$ cat src/rtl/fetch_unit.sv
// fetch_unit: instruction fetch front end.
//   Holds the fetch PC, issues word reads to instruction memory, buffers the
//   in-order responses in a small FIFO and presents them to decode together
//   with pre-sliced op/funct3/funct7b5 fields. A redirect flushes the buffer,
//   marks every in-flight request as stale and restarts at the new target.
// Ports:
//   clk, reset                      clock (rising edge), async active-low reset
//   imem_req_valid/ready/addr       fetch request channel (word aligned)
//   imem_rsp_valid/data             in-order response channel, no backpressure
//   redirect_valid/pc               taken branch/jump target (one-cycle pulse)
//   instr_valid/ready, instr,
//   instr_pc, op, funct3, funct7b5  instruction channel to decode
//   misaligned_err                  pulse the cycle after a misaligned redirect
module fetch_unit #(
  parameter logic [31:0] RESET_PC   = 32'h0000_0000,
  parameter int          FIFO_DEPTH = 2
) (
  input  logic        clk,
  input  logic        reset,
  output logic        imem_req_valid,
  input  logic        imem_req_ready,
  output logic [31:0] imem_req_addr,
  input  logic        imem_rsp_valid,
  input  logic [31:0] imem_rsp_data,
  input  logic        redirect_valid,
  input  logic [31:0] redirect_pc,
  output logic        instr_valid,
  input  logic        instr_ready,
  output logic [31:0] instr,
  output logic [31:0] instr_pc,
  output logic [6:0]  op,
  output logic [2:0]  funct3,
  output logic        funct7b5,
  output logic        misaligned_err
);

  localparam int CW = $clog2(FIFO_DEPTH + 1);
  localparam int PW = $clog2(FIFO_DEPTH);
  localparam logic [CW:0] DEPTH_W = (CW+1)'(FIFO_DEPTH);

  typedef struct packed {
    logic [31:0] pc;
    logic [31:0] data;
  } entry_t;

  entry_t        fifo_q [FIFO_DEPTH];
  logic [31:0]   pcq_q  [FIFO_DEPTH];   // addresses of in-flight requests
  logic [PW-1:0] rd_ptr, wr_ptr, pcq_rd, pcq_wr;
  logic [CW-1:0] count, outstanding, drop, outstanding_nx;
  logic [31:0]   fetch_pc;
  logic          run;
  logic          req_fire, rsp_ok, rsp_keep, pop;
  entry_t        head;

  // Every issued request reserves a FIFO slot, so the buffer cannot overflow.
  assign imem_req_valid = run && (({1'b0, count} + {1'b0, outstanding}) < DEPTH_W);
  assign imem_req_addr  = fetch_pc;
  assign req_fire       = imem_req_valid && imem_req_ready;

  // A response with nothing outstanding (e.g. left over from before reset)
  // is ignored. Stale responses, and one arriving with a redirect, are dropped.
  assign rsp_ok   = imem_rsp_valid && (outstanding != '0);
  assign rsp_keep = rsp_ok && (drop == '0) && !redirect_valid;

  assign outstanding_nx = outstanding + CW'(req_fire) - CW'(rsp_ok);

  assign instr_valid = (count != '0);
  assign pop         = instr_valid && instr_ready;
  assign head        = fifo_q[rd_ptr];
  assign instr       = instr_valid ? head.data : '0;
  assign instr_pc    = instr_valid ? head.pc   : '0;
  assign op          = instr[6:0];
  assign funct3      = instr[14:12];
  assign funct7b5    = instr[30];

  always_ff @(posedge clk or negedge reset) begin
    if (!reset) begin
      run            <= 1'b0;
      fetch_pc       <= RESET_PC;
      outstanding    <= '0;
      drop           <= '0;
      count          <= '0;
      rd_ptr         <= '0;
      wr_ptr         <= '0;
      pcq_rd         <= '0;
      pcq_wr         <= '0;
      misaligned_err <= 1'b0;
    end else begin
      run            <= 1'b1;
      misaligned_err <= redirect_valid && (redirect_pc[1:0] != 2'b00);
      outstanding    <= outstanding_nx;
      // The pc queue tracks every in-flight request, stale or not, so it
      // stays aligned with the response stream across redirects.
      if (req_fire) pcq_wr <= pcq_wr + PW'(1);
      if (rsp_ok)   pcq_rd <= pcq_rd + PW'(1);
      if (redirect_valid) begin
        fetch_pc <= {redirect_pc[31:2], 2'b00};
        // Everything still in flight after this cycle belongs to the old path.
        drop     <= outstanding_nx;
        count    <= '0;
        rd_ptr   <= '0;
        wr_ptr   <= '0;
      end else begin
        if (req_fire)                 fetch_pc <= fetch_pc + 32'd4;
        if (rsp_ok && drop != '0)     drop     <= drop - CW'(1);
        if (rsp_keep)                 wr_ptr   <= wr_ptr + PW'(1);
        if (pop)                      rd_ptr   <= rd_ptr + PW'(1);
        count <= count + CW'(rsp_keep) - CW'(pop);
      end
    end
  end

  // Storage needs no reset: outputs are gated by instr_valid.
  always_ff @(posedge clk) begin
    if (req_fire) pcq_q[pcq_wr] <= fetch_pc;
    if (rsp_keep) fifo_q[wr_ptr] <= '{pc: pcq_q[pcq_rd], data: imem_rsp_data};
  end

  a_rsp_expected: assert property (@(posedge clk) disable iff (!reset)
                                   imem_rsp_valid |-> (outstanding != '0));

endmodule

$ cat config.mk
export PLATFORM = sky130hd
export DESIGN_NAME = fetch_unit
export DESIGN_NICKNAME = d
export VERILOG_FILES = /design/src/rtl/fetch_unit.sv
export SDC_FILE = /design/constraint.sdc
export NUM_CORES = 1
export LEC_CHECK = 0
export CAP_MARGIN = 30
export CORE_ASPECT_RATIO = 0.7
export CORE_UTILIZATION = 42
export DETAILED_ROUTE_END_ITERATION = 6
export PLACE_DENSITY = 0.77
export SLEW_MARGIN = 20
export SYNTH_ARGS = -nofsm -noshare
export SYNTH_HDL_FRONTEND = slang
export SYNTH_SLANG_ARGS = --single-unit
$ cat constraint.sdc
create_clock -name clk -period 10.4 [get_ports clk]
set_input_delay 1.04 -clock clk [delete_from_list [all_inputs] [get_ports clk]]
set_output_delay 1.04 -clock clk [all_outputs]
set_load 0.03 [all_outputs]
# == Word level (Yosys, flattened, before mapping) ==
# Memories as Yosys holds them, arrays and structs flattened.
# Index checks and enable logic that the tools add are counted.
# totals
ff_bits,44
ramBits,192
in_bits,70
out_inout_bits,110
elab_cells,57
n_memories,2
# memory_table
memory,depth,word_bits,rd,rd_clocked_by_memory_dff,write_ports,line,text
fifo_q,2,64,1,0,1,46,entry_t fifo_q [FIFO_DEPTH];
pcq_q,2,32,1,0,1,47,logic [31:0] pcq_q [FIFO_DEPTH];
# op_classes
add_sub_neg,11
order_cmp,1
n_mux,15
reduce_logical,18
# op_table
cell,n
$mux W32,4
$add A32 B3 Y32 const B,1
$reduce_bool A2 Y1,8
$logic_and A1 B1 Y1,8
$mux W1,8
$mux W2,3
$add A1 B1 Y1 const B,4
$add A2 B1 Y2,2
$sub A2 B1 Y2,2
$add A2 B2 Y3,1
$lt A3 B2 Y1 const B,1
$logic_not A2 Y1,1
$sub A2 B1 Y2 const B,1
$logic_not A1 Y1,1

# == Longest topological paths before layout ==
# Gate-level depths: netlist of the first run.
# depth
ltp_word,7
ltp_mapped,12
mapped_depth_nobuf,11

# == Worst setup path after synthesis of the first run ==
# Ideal clock, no wire load.
# synth_path
kind,input-to-reg
startpoint,input imem_rsp_valid
endpoint,memory fifo_q[0][0] (netlist bit) (enable)
setup_ps,482
arrival_ps,4009
t_required_ps,9918
setup_slack_ps,5909
path_stages,4
n_path_buf,0
path_cell_list,o21ai_0 > inv_1 > nand3_1 > nor2_1
# synth_via
elab_chain_len,5
# synth_lines
element,line,text
from (decl),23,"input logic imem_rsp_valid,"
$logic_and A1 B1 Y1,62,assign rsp_ok = imem_rsp_valid && (outstanding != '0);
via rsp_ok,52,"logic req_fire, rsp_ok, rsp_keep, pop;"
$logic_and A1 B1 Y1 (2 in a row),63,assign rsp_keep = rsp_ok && (drop == '0) && !redirect_valid;
$mux W1,116,"if (rsp_keep) fifo_q[wr_ptr] <= '{pc: pcq_q[pcq_rd], data: imem_rsp_data};"
$mux W1 (implied by the code),116,
to (decl),46,
# The timed path passes the listed nets, and every way through them passes these cells.

# == Worst setup path in the final report of the first run ==
# layout_path
startpoint,register count[1]
endpoint,output instr[2]
# layout_via
elab_chain_len,2
# layout_lines
element,line,text
from (decl),49,"logic [CW-1:0] count, outstanding, drop, outstanding_nx;"
from (signal assigned),108,count <= count + CW'(rsp_keep) - CW'(pop);
$reduce_bool A2 Y1,67,assign instr_valid = (count != '0);
$mux W32,70,assign instr = instr_valid ? head.data : '0;
to (decl),29,"output logic [31:0] instr,"
# No other way between the ends.

==> results.txt, run 1 <==
Post-synthesis compound-gate area fraction - 3.55%
Distinct cell type count of the synthesized netlist - 37
Slowest stage delay, CP - 0.64 ns
Adder-Cell Fraction of Synth Area - 1.03%
Initial cell density of the core - 42.8%
Crit path depth - 4
Largest family of logic cells by synthesized area - multiplexers
Clock Tree Buf Depth - 3
Period utilization - 37.4%
Reg2reg start - count[0]
Reg area - 6580 sq um
First-pass iteration count of the detailed router - 7
Mapped Area - 9270 sq um
Fin util - 55.4%
Largest net degree at the start of global routing - 52
Min Clock Period, post-route - 3.89 ns
Final setup viols - 0
Worst VDD drop - 0.147 mV
R2R cell count - 6
Vias - 5708
Layout cell share with drive strength beyond 1 - 10.5%
Post-CTS Resized - 0
Leakage - 4.03 nW
Final setup TNS - 0 ns
Min-Delay Path Class - in -> async
Final instance area - 12000 sq um
Setup crit start - count[1]
Die width - 180 um
WHS - 0.478 ns
TritonCTS clock tree - built
Die area - 22700 sq um
Violations in the final reports - DRC
CTS Sinks - 226
Synth Area in Simple Gates - 9.06%
Status - complete, but fails checks
Core area - 21700 sq um
CP Max Fanout - 44
Dpl cell area - 11300 sq um
Final Hold Fails - 0
Fraction of synthesized area in multiplexers - 10.6%
Hold bufs inserted after CTS - 0
Crit Reg-Reg Endpoint - pcq_q[0][3]
Crit start category - flip-flop
Final GP Congestion - 0.844
CP endpoint - instr[2]
Initial antenna violation count - 0
Cell family with most CP delay - buffers and inverters
Synth-to-layout area growth - 29.5%
Met2 wire length - 8760 um
YS warnings - 0
Post-CTS setup buffer count - 0
Total track usage - 18.0%
WL met1 - 9580 um
Clock-pin transition on the worst setup and hold timing paths - 0.06 ns
Dpl cells - 1056
Crit-path cells - nor2_4 > buf_4 > nor2_1 > clkdlybuf4s50_1
Synth Register Bits - 226
CP Buf/Inv Count - 2
DR DRC count - 19
CP Class - reg -> out
Mapped Cells - 634
Syn avg cell area - 14.6 sq um
# Max-Cap Violations - 0
Clock skew - 0.0271 ns
Sequential element share of the synthesized area - 71.0%
Setup slack, reg-to-reg - 7.24 ns
RSZ-0062 raised after global routing - no
WL final - 20200 um
ANT cells - 0
Multi-input logic area - 2440 sq um
Pwr dens - 234 nW/um^2
Relative slew slack - 52.5%
Worst path slowest cell - clkdlybuf4s50_1
Hpwl dp - 13500 um
Top layer in use - met4
Initial DRC Count - 478
First-pass GRT wire length - 31900 um
Vias per inst - 5.19
IO Port Bufs - 175
Fin cells - 1099
Vias in the first global route - 5639
WL met3 - 1560 um
Nets@finish - 877
Clock insertion delay at the later pin of the skew report - 0.51 ns
Crit path arrival time - 2.85 ns
Critical Path Sink Type - primary output
Die Ht - 126 um
Avg WL per Cell - 18.3 um
Slew Limit Fails - 0
# IOs - 180
Root Buffer - clkbuf_16
Total CTS buffers - 23
Data required, critical path - 9.36 ns
GR Overflow Total - 0
Rows - 45
Fmax - 0.257 GHz
CTS H-tree lvls - 1
Fillers - 1721
Post-Synth XOR/XNOR Area - 1.61%
ANT nets after route - 0
Slew of the pin with the lowest slew margin - 0.712 ns
## how the worst min path moves through the flow
stage | from | end | slack (ns) | cells after the start
final | reset | imem_req_addr[14] | 0.48 | 1
after global routing | reset | imem_req_addr[11] | 0.49 | 1
after CTS | reset | imem_req_addr[14] | 0.48 | 1
after floorplan | pcq_wr | pcq_wr | 0.46 | 1
after detailed placement | pcq_wr | pcq_wr | 0.53 | 1
after global placement | pcq_wr | pcq_wr | 0.50 | 1
## cell type report
| cell class | count | area share, % |
|---|---|---|
| timing repair buffer | 185 | 15.5 |
| tap | 282 | 2.94 |
| clock buffer | 28 | 4.95 |
| sequential | 226 | 54.8 |
| inverter | 12 | 0.375 |
| clock inverter | 14 | 1.12 |
| multi-input combinational | 352 | 20.3 |
## state kept, by name, indices dropped and copies added, names as in the netlist
register	flops
misaligned_err	1
pcq_q	60
fifo_q	124
outstanding	2
drop	2
run	1
imem_req_addr	30
wr_ptr	1
count	2
rd_ptr	1
pcq_wr	1
pcq_rd	1
## cell usage after synthesis, drive strengths merged
library cell | instances | area share, %
mux2 | 31 | 3.8
xor2 | 5 | 0.47
nor2b | 1 | 0.068
dfrtp | 42 | 11
ha | 6 | 0.81
clkinv | 1 | 0.040
o21ai | 15 | 0.81
buf | 25 | 1.8
clkbuf | 22 | 0.89
mux2i | 63 | 6.8
nand4 | 7 | 0.47
edfxtp | 184 | 60
or4 | 19 | 1.6
and2 | 5 | 0.34
nor2 | 92 | 3.7
nand2 | 24 | 0.97
nor3 | 1 | 0.054
o31ai | 16 | 1.3
o211ai | 2 | 0.16
or3 | 3 | 0.20
nor3b | 1 | 0.081
conb | 2 | 0.081
inv | 11 | 0.45
fa | 1 | 0.22
and4bb | 1 | 0.13
a31oi | 19 | 1.3
and3 | 5 | 0.35
or2 | 1 | 0.068
and4 | 2 | 0.20
xnor2 | 12 | 1.1
nand3 | 15 | 0.81
## metrics by stage
stage                     worst slack [ns]  power, mW
after floorplan                       5.91       1.72
after global placement                6.57       2.01
after detailed placement              6.48       2.03
after CTS                             6.50       2.83
after global routing                  6.36       2.93
final                                 6.51       2.80
## layer usage
| layer | GRT usage (%) | vias up |
|---|---|---|
| li1 | - | 2671 |
| met1 | 27.0 | 2775 |
| met3 | 4.39 | 25 |
| met2 | 27.0 | 237 |
| met4 | 3.40 | 0 |
| met5 | 0 | - |
## kinds of logic after synthesis
family / after synthesis
flip-flops: 226
AND/OR/NAND/NOR: 177
multiplexers: 94
buffers and inverters: 59
AO/OA/AOI/OAI: 52
XOR/XNOR: 17
adder cells (fa/ha/maj): 7
other: 2
## where the power goes
| group | switching (mW) | internal (mW) |
|---|---|---|
| Clock | 0.330 | 0.460 |
| Combinational | 0.460 | 0.344 |
| Sequential | 0.0861 | 1.12 |
| Total | 0.875 | 1.93 |
## cells in the final DEF (no fill, tap or decap), types with 6 or more instances in the layout
cell             synthesis  layout
xnor2_1                 12      12
clkdlybuf4s50_1          0     174
edfxtp_1               184     184
dfrtp_1                 42      41
buf_4                   15       7
clkbuf_16                0      23
a31oi_1                 19      19
ha_1                     6       6
nand4_1                  7       7
nor2_1                  92      88
o21ai_0                 15      15
nand3_1                 15      15
inv_1                   11      11
mux2_2                  31      31
o31ai_1                 16      16
or4_1                   18      18
clkinv_2                 0       6
mux2i_1                 63      63
nand2_1                 24      24
No activity file was read; power rests on OpenSTA's default activity.
==> run 2: changes to the inputs <==
clock period = 3.8 ns   (was 10.4 ns; I/O delays follow)
==> run 2 against run 1 <==
Effect of this change:
- the flow still finishes with violations (DRC)
- critical endpoint is now instr[30]
- sequential power increased to 2.7 times the previous value
- highest routed layer unchanged
- via count increased by 1.4%
- register-to-register slack got worse by 6.4 ns
- die area unchanged
==> results.txt, run 2 (synthesized netlist as in run 1, its figures left out) <==
Most common cell after layout, fill and taps aside - edfxtp_1
Largest net degree at the start of global routing - 43
Commonest non-fill, non-tap cells in the layout - edfxtp_1 (184), clkdlybuf4s50_1 (174), nor2_1 (88)
Crit Reg-Reg Endpoint - drop[1]
Root Buffer - clkbuf_16
Violations in the final reports - DRC
Post-CTS setup buffer count - 0
Final Hold Fails - 0
R2R cell count - 11
Initial cell density of the core - 42.8%
Crit-path cells - buf_4 > mux2i_1 > nor2_1 > clkdlybuf4s50_1
Slowest stage delay, CP - 0.78 ns
Synth-to-layout area growth - 30.6%
ANT cells - 0
GR Overflow Total - 0
Clock skew - 0.0227 ns
Hold bufs inserted after CTS - 0
Post-CTS Resized - 0
IO Port Bufs - 175
Status - complete, but fails checks
Slew Limit Fails - 0
Slew of the pin with the lowest slew margin - 0.598 ns
RSZ-0062 raised after global routing - no
Clock-pin transition on the worst setup and hold timing paths - 0.07 ns
Min Clock Period, post-route - 3.05 ns
CTS Sinks - 226
Relative slew slack - 60.1%
Clock insertion delay at the later pin of the skew report - 0.51 ns
CTS H-tree lvls - 1
Die width - 180 um
Crit start category - flip-flop
TritonCTS clock tree - built
CP Max Fanout - 30
Die area - 22700 sq um
Critical Path Sink Type - primary output
Hpwl dp - 13200 um
# IOs - 180
WHS - 0.374 ns
Period utilization - 80.3%
Rows - 45
Total CTS buffers - 23
Vias in the first global route - 5531
Layout cell share with drive strength beyond 1 - 11.9%
Clock Tree Buf Depth - 3
Leakage - 4.07 nW
Reg with most FFs - fifo_q
DR DRC count - 22
Final GP Congestion - 0.768
Crit path arrival time - 2.67 ns
Worst path slowest cell - dfrtp_4
Worst VDD drop - 0.358 mV
Pwr dens - 639 nW/um^2
# Max-Cap Violations - 0
Min-Delay Path Class - in -> async
Initial DRC Count - 483
Final setup viols - 0
Vias - 5786
Fmax - 0.328 GHz
Dpl cell area - 11300 sq um
Final setup TNS - 0 ns
Die Ht - 126 um
Max FFs per register - 124
Setup slack, reg-to-reg - 0.87 ns
Data required, critical path - 3.42 ns
Avg WL per Cell - 17.9 um
Core area - 21700 sq um
Pwr Total - 7.73 mW
Reg2reg start - count[0]
Vias per inst - 5.23
CP Class - reg -> out
Final instance area - 12100 sq um
WL final - 19800 um
ANT nets after route - 0
Initial antenna violation count - 0
First-pass iteration count of the detailed router - 7
Total track usage - 17.8%
Nets@finish - 885
First-pass GRT wire length - 31500 um
run 2: cell count changes in the layout (fill, tap and decap cells not counted):
cell	change
clkbuf_8	+2
clkinv_8	+1
buf_12	+1
clkinvlp_4	+5
dlygate4sd3_1	+1
buf_8	-1
clkinv_4	+1
clkbuf_1	-3
buf_4	+7
bufinv_16	-1
clkinv_2	-4
inv_6	+1
clkinv_1	-2
run 2: worst max-delay path, delay by kind of cell (launching register included):
kind | cells | cell delay (ns)
buffers and inverters | 2 | 1.06
flip-flops | 1 | 0.78
AND/OR/NAND/NOR | 1 | 0.18
multiplexers | 1 | 0.11
run 2: how the worst max path moves through the flow:
stage / from / to / slack (ns)
6_report: rd_ptr / instr[30] / 0.75
2_1_floorplan: outstanding[1] / fifo_q[0][0] / -0.05
4_1_cts: rd_ptr / instr[30] / 0.71
3_5_place_dp: count[0] / drop[1] / 0.93
5_1_grt: rd_ptr / instr[30] / 0.60
3_3_place_gp: count[0] / drop[1] / 1.00
run 2: where the power goes:
| part | leakage, nW | internal, mW | switching [mW] | total (mW) |
|---|---|---|---|---|
| logic | 1.56 | 0.963 | 1.24 | 2.20 |
| registers | 2.16 | 3.07 | 0.246 | 3.32 |
| clock network | 0.353 | 1.25 | 0.964 | 2.21 |
| total | 4.07 | 5.28 | 2.45 | 7.73 |
run 2: per-layer routing:
layer  GRT usage, %  part of all wire, %  vias to the layer above
li1               -                    -                     2695
met1           26.0                   45                     2809
met2           26.9                   45                      263
met3           4.39                  9.2                       19
met4           3.96                  1.3                        0
met5              0                    0                        -
run 2: cell type report:
class,count,area [sq um]
timing repair buffer,193,1930
fill,1724,9580
tap,282,353
inverter,12,45.0
sequential,226,6580
clock buffer,27,611
clock inverter,15,148
multi-input combinational,352,2440
run 2: per-stage QoR:
step | worst slack (ns) | utilization, % | std cells
finish | 0.749 | 55.8 | 1107
global route | 0.603 | 55.8 | 1107
CTS | 0.711 | 55.7 | 1105
detailed placement | 0.925 | 52.2 | 1063
global placement | 1.00 | 52.2 | 1063
floorplan | -0.0453 | - | 637
